`src/rtl/rv32_single_cycle_core.sv`:
```
// Single-cycle RV32I-subset core: PC, register file, ALU, immediate generator and branch unit.
// Instruction and data memories are external and read combinationally.

module rv32_regfile #(
  parameter int XLEN = 32
) (
  input  logic            clk,
  input  logic            rst,
  input  logic [4:0]      rs1_addr,
  input  logic [4:0]      rs2_addr,
  output logic [XLEN-1:0] rs1_data,
  output logic [XLEN-1:0] rs2_data,
  input  logic            rd_we,
  input  logic [4:0]      rd_addr,
  input  logic [XLEN-1:0] rd_wdata
);
  logic [XLEN-1:0] rw_reg [0:31];

  // Flop array rather than RAM: every register clears on reset.
  always_ff @(posedge clk) begin
    if (!rst) begin
      for (int i = 0; i < 32; i++) rw_reg[i] <= '0;
    end else if (rd_we && (rd_addr != 5'd0)) begin
      rw_reg[rd_addr] <= rd_wdata;
    end
  end

  assign rs1_data = (rs1_addr == 5'd0) ? '0 : rw_reg[rs1_addr];
  assign rs2_data = (rs2_addr == 5'd0) ? '0 : rw_reg[rs2_addr];
endmodule

module rv32_single_cycle_core #(
  parameter int          XLEN     = 32,
  parameter int          IM_AW    = 10,
  parameter int          DM_AW    = 12,
  parameter logic [31:0] RESET_PC = 32'h0
) (
  input  logic             clk,
  input  logic             rst,
  input  logic [31:0]      instruction,
  output logic             IM_read,
  output logic             IM_enable,
  output logic [IM_AW-1:0] IM_address,
  input  logic [XLEN-1:0]  DM_out,
  output logic             DM_read,
  output logic             DM_write,
  output logic             DM_enable,
  output logic [DM_AW-1:0] DM_address,
  output logic [XLEN-1:0]  DM_in
);
  localparam logic [6:0] OPC_LUI    = 7'b0110111;
  localparam logic [6:0] OPC_AUIPC  = 7'b0010111;
  localparam logic [6:0] OPC_JAL    = 7'b1101111;
  localparam logic [6:0] OPC_JALR   = 7'b1100111;
  localparam logic [6:0] OPC_BRANCH = 7'b1100011;
  localparam logic [6:0] OPC_LOAD   = 7'b0000011;
  localparam logic [6:0] OPC_STORE  = 7'b0100011;
  localparam logic [6:0] OPC_OPIMM  = 7'b0010011;
  localparam logic [6:0] OPC_OP     = 7'b0110011;

  logic [XLEN-1:0] pc_reg, pc_next, pc_plus4, jalr_sum;
  logic [6:0]      opcode;
  logic [4:0]      rd_addr, rs1_addr, rs2_addr, shamt;
  logic [2:0]      funct3;
  logic [XLEN-1:0] imm_i, imm_b, imm_u, imm_j;
  logic [DM_AW+1:0] mem_imm;
  logic [XLEN-1:0] rs1_val, rs2_val, alu_b, alu_result, rd_wdata;
  logic            rd_we, dm_rd, dm_wr, branch_taken, ea_carry;
  logic [DM_AW-1:0] dm_word;

  assign opcode   = instruction[6:0];
  assign rd_addr  = instruction[11:7];
  assign funct3   = instruction[14:12];
  assign rs1_addr = instruction[19:15];
  assign rs2_addr = instruction[24:20];

  assign imm_i = {{(XLEN-12){instruction[31]}}, instruction[31:20]};
  assign imm_b = {{(XLEN-12){instruction[31]}}, instruction[7], instruction[30:25],
                  instruction[11:8], 1'b0};
  assign imm_u = {instruction[31:12], 12'b0};
  assign imm_j = {{(XLEN-20){instruction[31]}}, instruction[19:12], instruction[20],
                  instruction[30:21], 1'b0};

  rv32_regfile #(.XLEN(XLEN)) regfile1 (
    .clk      (clk),
    .rst      (rst),
    .rs1_addr (rs1_addr),
    .rs2_addr (rs2_addr),
    .rs1_data (rs1_val),
    .rs2_data (rs2_val),
    .rd_we    (rd_we & rst),
    .rd_addr  (rd_addr),
    .rd_wdata (rd_wdata)
  );

  assign pc_plus4 = pc_reg + XLEN'(4);
  assign jalr_sum = rs1_val + imm_i;

  // Only address bits [DM_AW+1:2] matter; the carry out of bits [1:0] is kept explicitly.
  assign mem_imm  = (opcode == OPC_STORE)
                  ? {{(DM_AW-10){instruction[31]}}, instruction[31:25], instruction[11:7]}
                  : imm_i[DM_AW+1:0];
  assign ea_carry = (rs1_val[1] & mem_imm[1]) |
                    ((rs1_val[1] | mem_imm[1]) & rs1_val[0] & mem_imm[0]);
  assign dm_word  = rs1_val[DM_AW+1:2] + mem_imm[DM_AW+1:2] + {{(DM_AW-1){1'b0}}, ea_carry};

  always_comb begin
    alu_b      = (opcode == OPC_OP) ? rs2_val : imm_i;
    shamt      = alu_b[4:0];
    alu_result = '0;
    case (funct3)
      3'b000: alu_result = (opcode == OPC_OP && instruction[30]) ? rs1_val - alu_b
                                                                  : rs1_val + alu_b;
      3'b001: alu_result = rs1_val << shamt;
      3'b010: alu_result = {{(XLEN-1){1'b0}}, $signed(rs1_val) < $signed(alu_b)};
      3'b011: alu_result = {{(XLEN-1){1'b0}}, rs1_val < alu_b};
      3'b100: alu_result = rs1_val ^ alu_b;
      3'b101: alu_result = instruction[30] ? $unsigned($signed(rs1_val) >>> shamt)
                                           : rs1_val >> shamt;
      3'b110: alu_result = rs1_val | alu_b;
      default: alu_result = rs1_val & alu_b;
    endcase
  end

  always_comb begin
    case (funct3)
      3'b000:  branch_taken = (rs1_val == rs2_val);
      3'b001:  branch_taken = (rs1_val != rs2_val);
      3'b100:  branch_taken = ($signed(rs1_val) <  $signed(rs2_val));
      3'b101:  branch_taken = ($signed(rs1_val) >= $signed(rs2_val));
      3'b110:  branch_taken = (rs1_val <  rs2_val);
      3'b111:  branch_taken = (rs1_val >= rs2_val);
      default: branch_taken = 1'b0;
    endcase
  end

  // Decode: anything unrecognised falls through as a NOP (PC+4, no side effects).
  always_comb begin
    rd_we    = 1'b0;
    rd_wdata = alu_result;
    pc_next  = pc_plus4;
    dm_rd    = 1'b0;
    dm_wr    = 1'b0;
    case (opcode)
      OPC_LUI:   begin rd_we = 1'b1; rd_wdata = imm_u; end
      OPC_AUIPC: begin rd_we = 1'b1; rd_wdata = pc_reg + imm_u; end
      OPC_JAL:   begin rd_we = 1'b1; rd_wdata = pc_plus4; pc_next = pc_reg + imm_j; end
      OPC_JALR:
        if (funct3 == 3'b000) begin
          rd_we    = 1'b1;
          rd_wdata = pc_plus4;
          pc_next  = jalr_sum & {{(XLEN-1){1'b1}}, 1'b0};
        end
      OPC_BRANCH: if (branch_taken) pc_next = pc_reg + imm_b;
      OPC_LOAD:
        if (funct3 == 3'b010) begin
          rd_we    = 1'b1;
          dm_rd    = 1'b1;
          rd_wdata = DM_out;
        end
      OPC_STORE: if (funct3 == 3'b010) dm_wr = 1'b1;
      OPC_OPIMM: rd_we = 1'b1;
      OPC_OP:    rd_we = 1'b1;
      default:   ;
    endcase
  end

  always_ff @(posedge clk) begin
    if (!rst) pc_reg <= RESET_PC[XLEN-1:0];
    else      pc_reg <= pc_next;
  end

  assign IM_read    = 1'b1;
  assign IM_enable  = 1'b1;
  assign IM_address = pc_reg[IM_AW-1:0];
  assign DM_read    = rst & dm_rd;
  assign DM_write   = rst & dm_wr;
  assign DM_enable  = rst & (dm_rd | dm_wr);
  assign DM_address = rst ? dm_word : '0;
  assign DM_in      = rst ? rs2_val : '0;
endmodule

```
`config.mk`:
```
export PLATFORM = sky130hd
export DESIGN_NAME = rv32_single_cycle_core
export DESIGN_NICKNAME = d
export VERILOG_FILES = /design/src/rtl/rv32_single_cycle_core.sv
export SDC_FILE = /design/constraint.sdc
export NUM_CORES = 2
export LEC_CHECK = 0
export CAP_MARGIN = 20
export CORE_MARGIN = 8
export CORE_UTILIZATION = 32
export CTS_CLUSTER_DIAMETER = 40
export DETAILED_ROUTE_END_ITERATION = 16
export HOLD_SLACK_MARGIN = 0.12
export SETUP_SLACK_MARGIN = 0.5
export SKIP_LAST_GASP = 1
export SLEW_MARGIN = 20
export SYNTH_ARGS = -nofsm -noshare
export SYNTH_HDL_FRONTEND = slang
export SYNTH_SLANG_ARGS = --single-unit
```
`constraint.sdc`:
```
create_clock -name clk -period 7.2 [get_ports clk]
set_input_delay 1.08 -clock clk [delete_from_list [all_inputs] [get_ports clk]]
set_output_delay 1.08 -clock clk [all_outputs]
set_load 0.1 [all_outputs]
```
After elaboration in Yosys (flattened, before gate mapping)
Memory sizes are Yosys's and may differ from the RTL's.
Cells that the tools add are included.
{"block": "word_totals", "regBits": 32, "latchBits": 0, "ramBits": 1024, "mem_bits_ro": 0, "in_bits": 66, "wordCells": 87, "memories": 1}
{"block": "classes", "n_addsub": 9, "mul": 0, "n_div": 0, "magnitude_cmp": 6, "n_eq_ne": 18, "shifts": 3, "muxes": 28, "n_bitwise": 13, "n_reduce_logical": 8}
{"name": "regfile1.rw_reg", "words": 32, "width": 32, "read_ports": 2, "rd_clocked_by_memory_dff": 0, "wr": 32, "line_no": "17", "text": "logic [XLEN-1:0] rw_reg [0:31];"}
{"operator": "two-way mux 32 bit", "n": 11}
{"operator": "one-hot mux 32 bit (7 select lines)", "n": 1}
{"operator": "adder 32 bit", "n": 5}
{"operator": "one-hot mux 32 bit (5 select lines)", "n": 1}
{"operator": "less-than comparator 32 bit", "n": 4}
{"operator": "one-hot mux 32 bit (3 select lines)", "n": 1}
{"operator": "greater-or-equal comparator 32 bit", "n": 2}
{"operator": "adder 32 x 3 -> 32 bit (second input constant)", "n": 1}
{"operator": "bitwise AND 32 bit", "n": 1}
{"operator": "equality test 32 bit", "n": 1}
{"operator": "inequality test 32 bit", "n": 1}
{"operator": "bitwise OR 32 bit", "n": 1}
{"operator": "OR reduction 32 bit", "n": 1}
{"operator": "left shift 32 x 5 -> 32 bit", "n": 1}
{"operator": "right shift 32 x 5 -> 32 bit", "n": 1}
{"operator": ">>> shifter 32 x 5 -> 32 bit", "n": 1}
{"operator": "subtractor 32 bit", "n": 1}
{"operator": "XOR 32 bit", "n": 1}
{"operator": "equality test 7 x 6 -> 1 bit (second input constant)", "n": 3}
{"operator": "equality test 7 bit (second input constant)", "n": 3}
{"operator": "equality test 7 x 5 -> 1 bit (second input constant)", "n": 2}
{"operator": "adder 12 x 1 -> 12 bit", "n": 1}
{"operator": "adder 12 bit", "n": 1}
{"operator": "equality test 3 bit (second input constant)", "n": 4}
{"operator": "other kinds (15)", "n": 35}

Logic depth before layout (Yosys ltp)
{"block": "depth", "ltp_word": 10, "depth_mapped": 28, "depth_no_buf": 20}

Cells and area by module
A second synthesis with hierarchy kept.
{"block": "unflattened", "cells_unflattened": 6376, "hier_area_um2": 73829.6}
{"module": "rv32_regfile", "n_inst": 1, "cells_each": 3509, "area_per_inst_um2": 54204.5}
{"module": "rv32_single_cycle_core", "n_inst": 1, "cells_each": 2867, "area_per_inst_um2": 19625.1}

Worst setup path after synthesis
No wires, ideal clock.
{"block": "synth_path", "path_type": "input to output", "start": "input port instruction[16]", "end": "output port DM_address[6]", "arrival_ns": 7.119, "path_slack_ns": -0.999, "path_stages": 19, "cell_sequence": "buf_4 > buf_2 > buf_2 > buf_2 > mux4_2 > mux2_2 > nor4_1 > nor4_1 > nand2_1 > nor2_1 > maj3_1 > fa_1 > fa_1 > a21o_1 > a21oi_1 > o21ai_0 > and2_1 > o21a_1 > nor3_1"}
{"block": "synth_between", "elab_chain_len": 8, "word_cells_on_any_way": 11, "classes_between": "add/sub: 2; mux: 2; bitwise: 5; reduce/logical: 1; memory: 1"}
{"element": "from (decl)", "line_no": "40", "text": "input logic [31:0] instruction,"}
{"element": "memory (32 x 32 bit) / zero test 5 bit (equally long branches)"}
{"element": "two-way mux 32 bit (*)", "line_no": "28", "text": "assign rs1_data = (rs1_addr == 5'd0) ? '0 : rw_reg[rs1_addr];"}
{"element": "parallel branches: the longest is 4 deep, another holds adder 12 bit"}
{"element": "adder 12 x 1 -> 12 bit (*)", "line_no": "105", "text": "assign dm_word = rs1_val[DM_AW+1:2] + mem_imm[DM_AW+1:2] + {{(DM_AW-1){1'b0}}, ea_carry};"}
{"element": "two-way mux 12 bit (*)", "line_no": "179", "text": "assign DM_address = rst ? dm_word : '0;"}
{"element": "to (decl)", "line_no": "48", "text": "output logic [DM_AW-1:0] DM_address,"}
Mark *: on every way between the ends.

==> reports/results.txt <==
Final estimated routing congestion in global placement: 1.04. The final layout contains 7,378 nets. Power comes to 21,000 uW. In the layout the commonest cells are nor2_1, edfxtp_1, buf_4, mux4_2, a21oi_1. Share of total power in sequential cells: 0.337. After clock tree synthesis, the clock-pin slew on the worst setup and hold paths is 0.04 ns.

Slack of the critical path: 0.461 ns. In this run the core area contains 174 standard-cell rows. The final period utilization is 0.936. CTS saw 1,055 sinks.

The tools report the starting density of the core as 0.321. The synthesized design contains 1,024 enable-type register cells. Counting I/O delays and the setup requirement, the final critical path takes 6.74 ns.

The die area is 241,000 um^2. The total power density per cell area is 238 nW/um^2. The count of boundary I/O pins was 125.

The pre-CTS setup slack was -0.668 ns; the via count of the first global-routing pass was 62,786. The internal power of the cells totals 14,200 uW. The distinct cell type count after synthesis was 115. The proportion of power drawn by combinational gates is 0.258. Buffers placed on the I/O ports in this run total 121.

The fraction of power consumed by the clock network came out at 0.405. The Yosys warning count came out at 0. Setup violations remaining at the end of the flow were counted as 0. The tools report the number of pins exceeding their max-slew limit in the final report as 0. The static leakage power came out at 0.0326 uW. The met1 track demand over resource is 0.341, and the sequential element share of the synthesized area is 0.434.

The final sum of negative setup slack is 0 ns, and the DRC violation total after the first TritonRoute iteration is 10,123. For the worst slew slack as a fraction of its limit, the log shows 0.0458. Flip-flop count of the largest register, all copies and words added: 1,024.

After detailed routing, the average wire length per cell comes to 33.9 um. The library cell used most frequently in the layout, excluding fill and tap cells, is nor2_1. The slew at the pin closest to its max-slew limit works out to 1.43 ns. IR analysis of the VDD net gives a maximum drop of 0.248 mV.

Overall via count from detail_route: 64,997. For the initial antenna violation count, the log shows 13. Setup repair after global routing could not meet its margin everywhere. Vertical die dimension: 491 um.

Summed over all nets, the half-perimeter wirelength after detailed placement is 245 mm. The first global-routing pass estimated 481 mm of wire. The final non-filler cell total came out at 10,231.

The cell sitting at the root of the clock tree is a clkbuf_16. The startpoint kind of the worst setup timing path is an input pin. After synthesis the netlist holds a flip-flop and latch count of 1,055. In this run the remaining antenna-violating nets after routing total 0. Across the routed clock network, the largest skew measured is 0.0629 ns.

For the worst setup path, the data arrival time is 7.25 ns. The number of levels the H-tree was split into is 4, and the fraction of registers with async set/reset is 0. The number of max-cap violations was 0. For the global-route met2 utilization, the log shows 0.428. Static timing analysis puts the maximum clock frequency at 0.148 GHz.

Global routing finished with a remaining overflow of 0. STA puts the critical path data required time at 7.71 ns. Summing every instance area after synthesis gives 72,200 um^2. In this run the power spent charging and discharging nets is 6810 uW.

The share of total power consumed by net switching is 0.324, and the count of hold-fix buffers inserted at cts is 0. Counting along the longest clock path gives a buffer depth of 3. Cell total after placement: 9,888. The path class of the tightest hold or removal check is register to register.

The start-to-end type of the worst setup path was input pin to register. Summing all non-filler instances in the final layout gives an area of 88,300 um^2. For the total track usage, the log shows 0.274.

The placeable core region was 225,000 um^2; the largest driver fanout on the critical path was 31. The CTS buffer count is 171. The flow ran to the end, and the final reports show no timing, DRC or antenna violations.

The remaining design rule violation count is 0. The global-route track usage on met3 was 0.0682; the area growth from synthesis to layout was 22.3%. The final layout contains routed wiring with a total length of 347 mm. Mean cell area of the mapped netlist: 11.0 um^2. STA classifies the critical path endpoint as a register.

The tools report the hold violation count in the final report as 0. The layer flagged by global routing as most heavily used is met2. From left edge to right edge, the die measures 491 um. The clock reaches the later pin of the worst-skew pair after 0.84 ns. In the synthesized netlist, the number of instances is 6,576. Among all flip-flop cells after synthesis, the most frequent one is edfxtp_1. The mean number of vias per cell came out at 6.35.

TritonCTS built the clock tree. For the number of detailed-route iterations in the first pass, the log shows 9. After detailed placement, the total cell area comes to 81,700 um^2. Entering global routing, the biggest net connects 65 pins. Ratio of cells with drive above 1 in the final layout: 0.271.
==> synthesized netlist by cell type (38+ instances only) <==
| library cell | n | area, um^2 |
|---|---|---|
| nand2_1 | 352 | 1320 |
| buf_2 | 149 | 746 |
| nor4_1 | 98 | 613 |
| mux2i_1 | 225 | 2250 |
| nand4_1 | 41 | 257 |
| nor2_2 | 38 | 238 |
| nor2_1 | 1196 | 4490 |
| o22ai_1 | 74 | 463 |
| buf_6 | 39 | 439 |
| nor3_1 | 119 | 596 |
| inv_1 | 127 | 477 |
| a211oi_1 | 52 | 390 |
| xnor2_1 | 82 | 718 |
| a21oi_1 | 342 | 1710 |
| mux2_2 | 110 | 1240 |
| and2_1 | 44 | 275 |
| a21o_1 | 76 | 571 |
| mux4_2 | 455 | 10200 |
| a31oi_1 | 51 | 319 |
| a221oi_1 | 52 | 455 |
| xor2_1 | 43 | 377 |
| a22oi_1 | 42 | 315 |
| o21ai_0 | 245 | 1230 |
| edfxtp_1 | 1024 | 30700 |
| nand3_1 | 122 | 611 |
| and3_1 | 43 | 269 |
| clkbuf_1 | 329 | 1230 |
| nor2b_1 | 64 | 400 |
| ha_1 | 216 | 2700 |
==> worst max-delay path: stages <==
cell and delay [ns]:
buf_16 0.18, buf_12 0.21, buf_12 0.20, mux4_2 0.54
a221oi_1 0.51, nand3_1 0.23, o2111ai_1 0.26, buf_4 0.23
inv_1 0.11, ha_1 0.31, or4_4 0.48, or3_1 0.39
or4_1 0.50, a21oi_4 0.26, nor2_1 0.11, a211o_1 0.31
a31oi_1 0.25, or4_1 0.15, a21oi_1 0.06, buf_4 0.15
o311ai_4 0.34, buf_12 0.23, a21oi_1 0.10
==> power by group through the flow <==
| stage | Combinational, uW | Clock, uW | Sequential, uW |
|---|---|---|---|
| after CTS | 5260 | 8550 | 7090 |
| after global routing | 5610 | 8790 | 7110 |
| final | 5430 | 8520 | 7100 |
| after floorplan | 2970 | 0 | 7150 |
| after detailed placement | 5200 | 0 | 7210 |
| after global placement | 5190 | 0 | 7190 |
==> cells by family (layout without fill, tap and decap cells) <==
logic type      after synthesis  after routing  synth area share
xor+xnor                    125            125            0.0152
other cells                   2             42          0.000104
buf+inv                     733           1356            0.0484
flops                      1055           1055             0.434
mux                         792            792             0.191
fa+ha+maj                   225            225            0.0398
simple gates               2276           2276             0.142
compound gates             1368           1368             0.130
==> worst paths after layout <==
path | start | cells past startpoint | endpoint | slack (ns)
min reg2reg | pc_reg[1] | 2 | pc_reg[1] | 0.72
max | instruction[15] | 23 | regfile1.rw_reg[9][30] | 0.46
max reg2reg | regfile1.rw_reg[31][11] | 19 | regfile1.rw_reg[9][30] | 0.94
min | pc_reg[1] | 2 | pc_reg[1] | 0.72
==> layer usage <==
| metal | share of wire | vias up |
|---|---|---|
| li1 | - | 26205 |
| met1 | 0.36 | 32436 |
| met2 | 0.44 | 5094 |
| met3 | 0.12 | 1256 |
| met4 | 0.079 | 6 |
| met5 | 0.000098 | - |
==> final cells by class <==
| class | instances | area (um^2) |
|---|---|---|
| fill | 21485 | 136000 |
| multi-input combinational | 4821 | 38300 |
| sequential | 1055 | 31400 |
| timing repair buffer | 906 | 8430 |
| clock buffer | 196 | 4450 |
| tap | 2992 | 3740 |
| clock inverter | 121 | 1500 |
| inverter | 133 | 508 |
| antenna | 7 | 17.5 |
==> metrics by stage <==
| step | util | hold WS (ns) |
|---|---|---|
| finish | 0.393 | 0.720 |
| global route | 0.393 | 0.724 |
| CTS | 0.392 | 0.713 |
| detailed placement | 0.364 | 0.704 |
| global placement | 0.364 | 0.696 |
| floorplan | - | 0.545 |
==> what timing repair did <==
action / in CTS / in global routing
cloned: 5 / 0
buffers inserted: 7 / 6
gates resized for setup: 31 / 41
pin swaps: 3 / 17
setup endpoints to repair: 198 / 310
No activity file was read; power rests on OpenSTA's default activity.
